`src/rtl/alu_seq.sv`:
```
// Registered, handshaked ALU with a 4-bit opcode space, carry/negative flags
// and an optional multi-cycle shift-add multiplier (opcode 4'hC).
module alu_seq #(
    parameter int WIDTH  = 8,
    parameter int MUL_EN = 1
) (
    input  logic             clk,
    input  logic             rst_n,
    input  logic             in_valid,
    output logic             in_ready,
    input  logic [WIDTH-1:0] in_a,
    input  logic [WIDTH-1:0] in_b,
    input  logic [3:0]       opcode,
    output logic             out_valid,
    input  logic             out_ready,
    output logic [WIDTH-1:0] alu_out,
    output logic             is_zero,
    output logic             carry,
    output logic             negative,
    output logic             busy
);

    localparam int   SH_W   = $clog2(WIDTH);
    localparam int   CNT_W  = $clog2(WIDTH + 1);
    localparam logic MUL_ON = (MUL_EN != 0);

    typedef enum logic {
        ST_IDLE = 1'b0,
        ST_MUL  = 1'b1
    } state_t;

    state_t                 state_r, state_s;
    logic [WIDTH-1:0]       alu_out_r;
    logic                   is_zero_r, carry_r, negative_r, out_valid_r;
    logic [2*WIDTH-1:0]     mcand_r, prod_r;
    logic [WIDTH-1:0]       mplier_r;
    logic [CNT_W-1:0]       cnt_r;

    logic                   in_ready_s, accept_s, mul_op_s;
    logic [SH_W-1:0]        sh_s;
    logic [WIDTH:0]         sum_s, shl_s, shr_s;
    logic [WIDTH-1:0]       res_s;
    logic                   cy_s;
    logic [2*WIDTH-1:0]     prod_add_s;

    assign in_ready_s = (state_r == ST_IDLE) && (!out_valid_r || out_ready);
    assign accept_s   = in_valid && in_ready_s;
    assign mul_op_s   = MUL_ON && (opcode == 4'hC);
    assign sh_s       = in_b[SH_W-1:0];

    // shl_s[WIDTH] is the last bit shifted out on the left; shr_s[0] on the right
    assign sum_s      = {1'b0, in_a} + {1'b0, in_b};
    assign shl_s      = {1'b0, in_a} << sh_s;
    assign shr_s      = {in_a, 1'b0} >> sh_s;
    assign prod_add_s = prod_r + (mplier_r[0] ? mcand_r : {(2*WIDTH){1'b0}});

    // Single-cycle result and carry selection
    always_comb begin
        res_s = in_a;
        cy_s  = 1'b0;
        case (opcode)
            4'h2: begin res_s = sum_s[WIDTH-1:0]; cy_s = sum_s[WIDTH]; end
            4'h3: res_s = in_a & in_b;
            4'h4: res_s = in_a ^ in_b;
            4'h5: res_s = in_b;
            4'h8: begin res_s = in_a - in_b; cy_s = (in_a >= in_b); end
            4'h9: res_s = in_a | in_b;
            4'hA: begin res_s = shl_s[WIDTH-1:0]; cy_s = shl_s[WIDTH]; end
            4'hB: begin res_s = shr_s[WIDTH:1]; cy_s = shr_s[0]; end
            default: begin res_s = in_a; cy_s = 1'b0; end
        endcase
    end

    // Multiplier FSM state register
    always_ff @(posedge clk or negedge rst_n) begin
        if (!rst_n) state_r <= ST_IDLE;
        else        state_r <= state_s;
    end

    // Multiplier FSM next-state logic
    always_comb begin
        state_s = state_r;
        case (state_r)
            ST_IDLE: begin
                if (accept_s && mul_op_s) state_s = ST_MUL;
                else                      state_s = ST_IDLE;
            end
            ST_MUL: begin
                if (cnt_r == CNT_W'(1)) state_s = ST_IDLE;
                else                    state_s = ST_MUL;
            end
            default: state_s = ST_IDLE;
        endcase
    end

    // Result/flag registers and shift-add multiplier datapath
    always_ff @(posedge clk or negedge rst_n) begin
        if (!rst_n) begin
            alu_out_r   <= {WIDTH{1'b0}};
            is_zero_r   <= 1'b0;
            carry_r     <= 1'b0;
            negative_r  <= 1'b0;
            out_valid_r <= 1'b0;
            mcand_r     <= {(2*WIDTH){1'b0}};
            prod_r      <= {(2*WIDTH){1'b0}};
            mplier_r    <= {WIDTH{1'b0}};
            cnt_r       <= {CNT_W{1'b0}};
        end else if (accept_s && mul_op_s) begin
            mcand_r     <= {{WIDTH{1'b0}}, in_a};
            mplier_r    <= in_b;
            prod_r      <= {(2*WIDTH){1'b0}};
            cnt_r       <= CNT_W'(WIDTH);
            out_valid_r <= 1'b0;
        end else if (accept_s) begin
            alu_out_r   <= res_s;
            is_zero_r   <= (res_s == {WIDTH{1'b0}});
            carry_r     <= cy_s;
            negative_r  <= res_s[WIDTH-1];
            out_valid_r <= 1'b1;
        end else if (state_r == ST_MUL) begin
            prod_r   <= prod_add_s;
            mcand_r  <= {mcand_r[2*WIDTH-2:0], 1'b0};
            mplier_r <= {1'b0, mplier_r[WIDTH-1:1]};
            cnt_r    <= cnt_r - CNT_W'(1);
            if (cnt_r == CNT_W'(1)) begin
                alu_out_r   <= prod_add_s[WIDTH-1:0];
                is_zero_r   <= (prod_add_s[WIDTH-1:0] == {WIDTH{1'b0}});
                carry_r     <= |prod_add_s[2*WIDTH-1:WIDTH];
                negative_r  <= prod_add_s[WIDTH-1];
                out_valid_r <= 1'b1;
            end else begin
                out_valid_r <= 1'b0;
            end
        end else if (out_valid_r && out_ready) begin
            out_valid_r <= 1'b0;
        end else begin
            out_valid_r <= out_valid_r;
        end
    end

    assign in_ready  = in_ready_s;
    assign out_valid = out_valid_r;
    assign alu_out   = alu_out_r;
    assign is_zero   = is_zero_r;
    assign carry     = carry_r;
    assign negative  = negative_r;
    assign busy      = MUL_ON && (state_r == ST_MUL);

endmodule
```
`config.mk`:
```
export PLATFORM = sky130hd
export DESIGN_NAME = alu_seq
export DESIGN_NICKNAME = d
export VERILOG_FILES = /design/src/rtl/alu_seq.sv
export SDC_FILE = /design/constraint.sdc
export NUM_CORES = 1
export LEC_CHECK = 0
export BUFFER_PORTS_ARGS = -buffer_cell sky130_fd_sc_hd__buf_2
export CAP_MARGIN = 5
export CORE_MARGIN = 3
export CORE_UTILIZATION = 25
export DETAILED_ROUTE_END_ITERATION = 12
export HOLD_SLACK_MARGIN = 0.03
export SLEW_MARGIN = 20
export SYNTH_ARGS = -nofsm -noshare
export SYNTH_HDL_FRONTEND = slang
export SYNTH_SLANG_ARGS = --single-unit
```
`constraint.sdc`:
```
create_clock -name clk -period 3.5 [get_ports clk]
set_input_delay 1.05 -clock clk [delete_from_list [all_inputs] [get_ports clk]]
set_output_delay 1.05 -clock clk [all_outputs]
set_load 0.05 [all_outputs]
```
Yosys cells after proc, flatten, opt, wreduce, memory -nomap -nowiden:

Cells that the tools add are included.

* flip-flop bits (word level): 57

* equal/unequal tests: 11
* bitwise operators: 5
* order comparisons: 1
* reduce and logical (&&, ||, !) cells: 15
* shift operators: 2
* multiplexer cells: 35
* add/sub/neg operators: 4

Operators with widths (number)
* $mux 16: 7
* $pmux 8 s8: 1
* $mux 8: 6
* $eq 4x4->1 const B: 5
* $add 16x16->16: 1
* $logic_not 8->1: 2
* $mux 1: 16
* $mux 4: 3
* $add 8x8->9: 1
* $shl 8x3->9: 1
* $shr 9x3->9: 1
* $and 8x8->8: 1
* $eq 4x2->1 const B: 2
* $eq 4x3->1 const B: 2
* $ge 8x8->1: 1
* $or 8x8->8: 1
* $reduce_or 8->1: 1
* $sub 8x8->8: 1
* $xor 8x8->8: 1
* $reduce_bool 2->1: 3
* $eq 4x1->1 const B: 1
* $logic_and 1x1->1: 4
* $pmux 1 s4: 1
* $reduce_bool 4->1: 1
* other kinds (8): 9

Longest topological paths before layout:

* depth in word-level cells: 7
* depth in mapped cells: 12

Least setup slack after synthesis:

No wires, ideal clock.

* path kind: in2reg
* start point: input port in_b[0]
* end point: register is_zero_r, in the netlist is_zero
* buffers on the path: 3
* stages on the path: 10
* slack: -0.034 ns
* arrival time: 3.439 ns
* cells stage by stage: clkbuf_1 > buf_2 > clkbuf_1 > inv_1 > ha_1 > a311o_1 > o32a_1 > a2111oi_0 > nand4_1 > o31ai_1

* cells in the longest elaborated chain, start to end: 4
* elaborated cells between the ends (all ways): 10

Ends and longest elaborated chain
* from (decl): line 12 `input logic [WIDTH-1:0] in_b,`
* $sub 8x8->8 (tied with other cells): line 66 `4'h8: begin res_s = in_a - in_b; cy_s = (in_a >= in_b); end`
* $pmux 8 s8 (*): line 61 `case (opcode)`
* $logic_not 8->1 (*): line 116 `is_zero_r <= (res_s == {WIDTH{1'b0}});`
* $mux 1 (*): line 114 `end else if (accept_s) begin`
* to (signal assigned): line 116
* to (signal assigned): line 127 `is_zero_r <= (prod_add_s[WIDTH-1:0] == {WIDTH{1'b0}});`
* to (decl): line 34 `logic is_zero_r, carry_r, negative_r, out_valid_r;`

Every way passes the cells marked *; elsewhere a longest branch is shown, timed or not.
A chain may end at the register's enable or synchronous reset.

Final worst setup path:

* start point: register mplier_r[0]
* end point: register carry_r, in the netlist carry

* cells in the longest elaborated chain, start to end: 6

Ends and longest elaborated chain
* from (decl): line 36 `logic [WIDTH-1:0] mplier_r;`
* from (signal assigned): line 106 `mplier_r <= {WIDTH{1'b0}};`
* from (signal assigned): line 110 `mplier_r <= in_b;`
* from (signal assigned): line 123 `mplier_r <= {1'b0, mplier_r[WIDTH-1:1]};`
* $mux 16: line 55 `assign prod_add_s = prod_r + (mplier_r[0] ? mcand_r : {(2*WIDTH){1'b0}});`
* $add 16x16->16: line 55
* $reduce_or 8->1: line 128 `carry_r <= |prod_add_s[2*WIDTH-1:WIDTH];`
* $mux 1: line 125 `if (cnt_r == CNT_W'(1)) begin`
* $mux 1: line 120 `end else if (state_r == ST_MUL) begin`
* $mux 1: line 114
* to (signal assigned): line 117 `carry_r <= cy_s;`
* to (signal assigned): line 128
* to (decl): line 34

Every way passes these cells. The select of a mux whose other input is x is not followed.

==> out/summary.txt <==
Status: completed
Routability Congestion: 0.979
Relative slew slack: 60.1%
Placeable core area: 0.0198 mm2
Mapped Nets: 695
Period Utilization, post-route: 94.9%
Layout net count: 768
Synth warn: 0
Max-Cap Viols: 0
Fin area: 0.00622 mm2
Setup_tns: 0 ps
GRT Total Usage: 14.6%
Reg area: 0.00140 mm2
Area Overhead vs Synth: 20.8%
GRT overflow: 0
Hold Violations, Final: 0
Slew Viols, Final: 0
EDFF count, synth: 0
Post-route clock skew: 11.0 ps
Detail Placement HPWL: 12900 um
IO Pins: 38
Leakage: 2.90 nW
Maximum vdd drop: 0.000227 V
# clock sinks: 56
DR iter-0 viols: 337
F_max: 301 MHz
Diode count: 0
Critical Path AT: 3500 ps
Post-CTS Hold Fix Bufs: 0
Ordered cell list for the critical path: buf_4, and2_1, ha_1, o21a_1, o2111a_2, a2111o_1, o31ai_2, xnor2_1, or4_1, o31a_1
Post-synthesis sequential area ratio: 27.2%
CP delay by family, top: compound AO/OA/AOI/OAI gates
Die Span X: 150 um
Crit path largest cell delay: 580 ps
Skew-Pair Late Insertion Delay: 290 ps
HP Class: reg2reg
RSZ-0062 raised after global routing: no
Clk pin slew, worst setup/hold paths: 70 ps
Worst Path Required: 3680 ps
Multi-input logic area: 0.00349 mm2
Final core utilization: 31.3%
Total Power: 0.00340 W
Layout cells sized above 1: 19.3%
PwrDens: 547 mW/mm2
Async set-reset flop share out of synthesis: 100%
Post-layout min period: 3320 ps
CTS tree: yes
TritonCTS Buffers: 5
Clock Path Buffers: 2
Drt total wl: 16500 um
First-pass GRT wire length: 26100 um
# DRC: 0
CP endpoint kind: flop
Largest net degree at the start of global routing: 52
Synth top area cells: dfrtp_1, ha_1, mux2i_1
Drt first pass iters: 5
Post-synthesis cell type count: 68
CP Buf/Inv Count: 1
Most used DFF post-synth: dfrtp_1
Worst-Margin Slew: 592 ps
Setup violators final: 0
Cells after Synth: 624
Area leader, netlist: dfrtp_1
Rows: 51
CP max-delay cell: or4_1
CP startpoint kind: flop
Avg Cell Area, Syn: 8.25 um2
Synth Register Bits: 56
Wire length per cell: 17.1 um
Post-DP Area: 0.00603 mm2
Routed via count: 5029
Height of the die: 150 um
Drt via density: 5.22
Vias in the first global route: 4793
Post-synth top area share: 27.2%
CTS H-tree lvls: 2
Filler cell count: 2112
Critical path class: reg2reg
Root Buffer: clkbuf_16
Die footprint: 0.0224 mm2
Starting Density: 26.0%
Initial antenna violation count: 1
Crit-path max FO: 12
Cell Area, Synth: 0.00515 mm2
PortBufs: 37
Final antenna-violating net count: 0
[sequential cells by signal, indices dropped and copies added, names as in the netlist]
name       flops
is_zero        1
mcand_r       16
out_valid      1
cnt_r          4
alu_out        8
busy           1
mplier_r       8
prod_r        16
carry          1
[kinds of logic after synthesis]
family                     synth area share [%]
xor gates and xnor gates                   3.40
muxes                                      8.02
DFF                                        27.2
AOI/OAI and AO/OA                          25.3
buffers and inverters                      5.34
adders and majority gates                  11.9
and+or+nand+nor                            18.9
[routing by layer]
metal	GRT usage [%]	vias up	share of wire, %
met5	0	-	0.079
met4	5.17	2	3.6
met1	20.0	2364	45
met3	2.21	36	6.5
met2	23.3	203	45
li1	-	2424	-
[power breakdown]
group	leakage, nW	internal, W	total, W	switching, W
combinational	2.08	0.000615	0.00172	0.00110
sequential	0.725	0.000898	0.00107	0.000177
clock	0.0901	0.000377	0.000610	0.000233
total	2.90	0.00189	0.00340	0.00151
[worst min-delay path: cells and delay by family (launching register included)]
family,cells,cell delay (ps)
DFF,1,340
and+or+nand+nor,2,110
[cell usage after synthesis (3+ instances only)]
cell       count
nor4_1         9
or2_2          5
mux2_2         8
and3_1         3
o21bai_1       4
mux2i_1       30
o32ai_1        6
o32a_1         5
o21a_1         5
a31oi_1        8
nand2_1       70
a21o_1         8
a31o_2         3
o31a_1         4
nand4_1        3
inv_1         38
ha_1          44
or3_1          7
xor2_1         6
o31ai_1        5
xnor2_1       14
and2_1        18
fa_1           3
nor3b_1        3
buf_1          3
nor2_1        40
o21ai_0       43
dfrtp_1       56
a32oi_1        4
clkbuf_1      29
o211ai_1       5
nor3_1        13
nand3_1       12
a211oi_1       9
o22ai_1        9
nand2b_1      11
a21oi_1       30
a22oi_1        9
o311a_1        3
o2111ai_1      3
[layout make-up]
| cell class | count | share of cell area [%] |
|---|---|---|
| inverter | 38 | 2.29 |
| multi-input combinational | 496 | 56.1 |
| timing repair buffer | 100 | 10.8 |
| clock inverter | 1 | 0.483 |
| clock buffer | 7 | 2.45 |
| tap | 265 | 5.33 |
| sequential | 56 | 22.6 |
[metrics by stage]
| stage | hold WS [ps] | std cells | setup slack, ps |
|---|---|---|---|
| final | 481 | 963 | 179 |
| after global routing | 525 | 963 | 6.48 |
| after global placement | 463 | 955 | -58.3 |
| after detailed placement | 467 | 955 | -83.0 |
| after floorplan | 446 | 624 | 83.4 |
| after CTS | 484 | 963 | 153 |
[cells in the final DEF, fill, tap and decap left out, drive strengths merged, types with 5 or more instances in the layout]
cell,count
a211oi,9
a21o,8
a21oi,30
a22oi,9
a31oi,8
and2,18
buf,100
clkbuf,7
dfrtp,56
ha,44
inv,38
mux2,8
mux2i,30
nand2,70
nand2b,11
nand3,12
nor2,40
nor3,13
nor4,9
o211ai,5
o21a,5
o21ai,44
o22ai,9
o31ai,6
o32a,5
o32ai,6
or2,5
or3,7
xnor2,14
xor2,6
[path summary, 6_finish.rpt]
path	start	endpoint	slack (ps)	cells past startpoint
setup / recovery	mplier_r[0]$_DFFE_PN0P_	carry$_DFFE_PN0P_	180	10
hold / removal	mplier_r[2]$_DFFE_PN0P_	mplier_r[2]$_DFFE_PN0P_	480	2
setup reg to reg	mplier_r[0]$_DFFE_PN0P_	carry$_DFFE_PN0P_	180	10
hold reg to reg	mplier_r[2]$_DFFE_PN0P_	mplier_r[2]$_DFFE_PN0P_	480	2
max in group asynchronous	rst_n	busy$_DFF_PN0_	2090	2
min in group asynchronous	rst_n	prod_r[13]$_DFFE_PN0P_	730	1
[timing repair]
action | 4_1_cts | 5_1_grt
endpoints found under the setup margin | 0 | 1
gates resized for setup | 0 | 2
buffers inserted | 0 | 0
(Power assumes the default switching activity.)
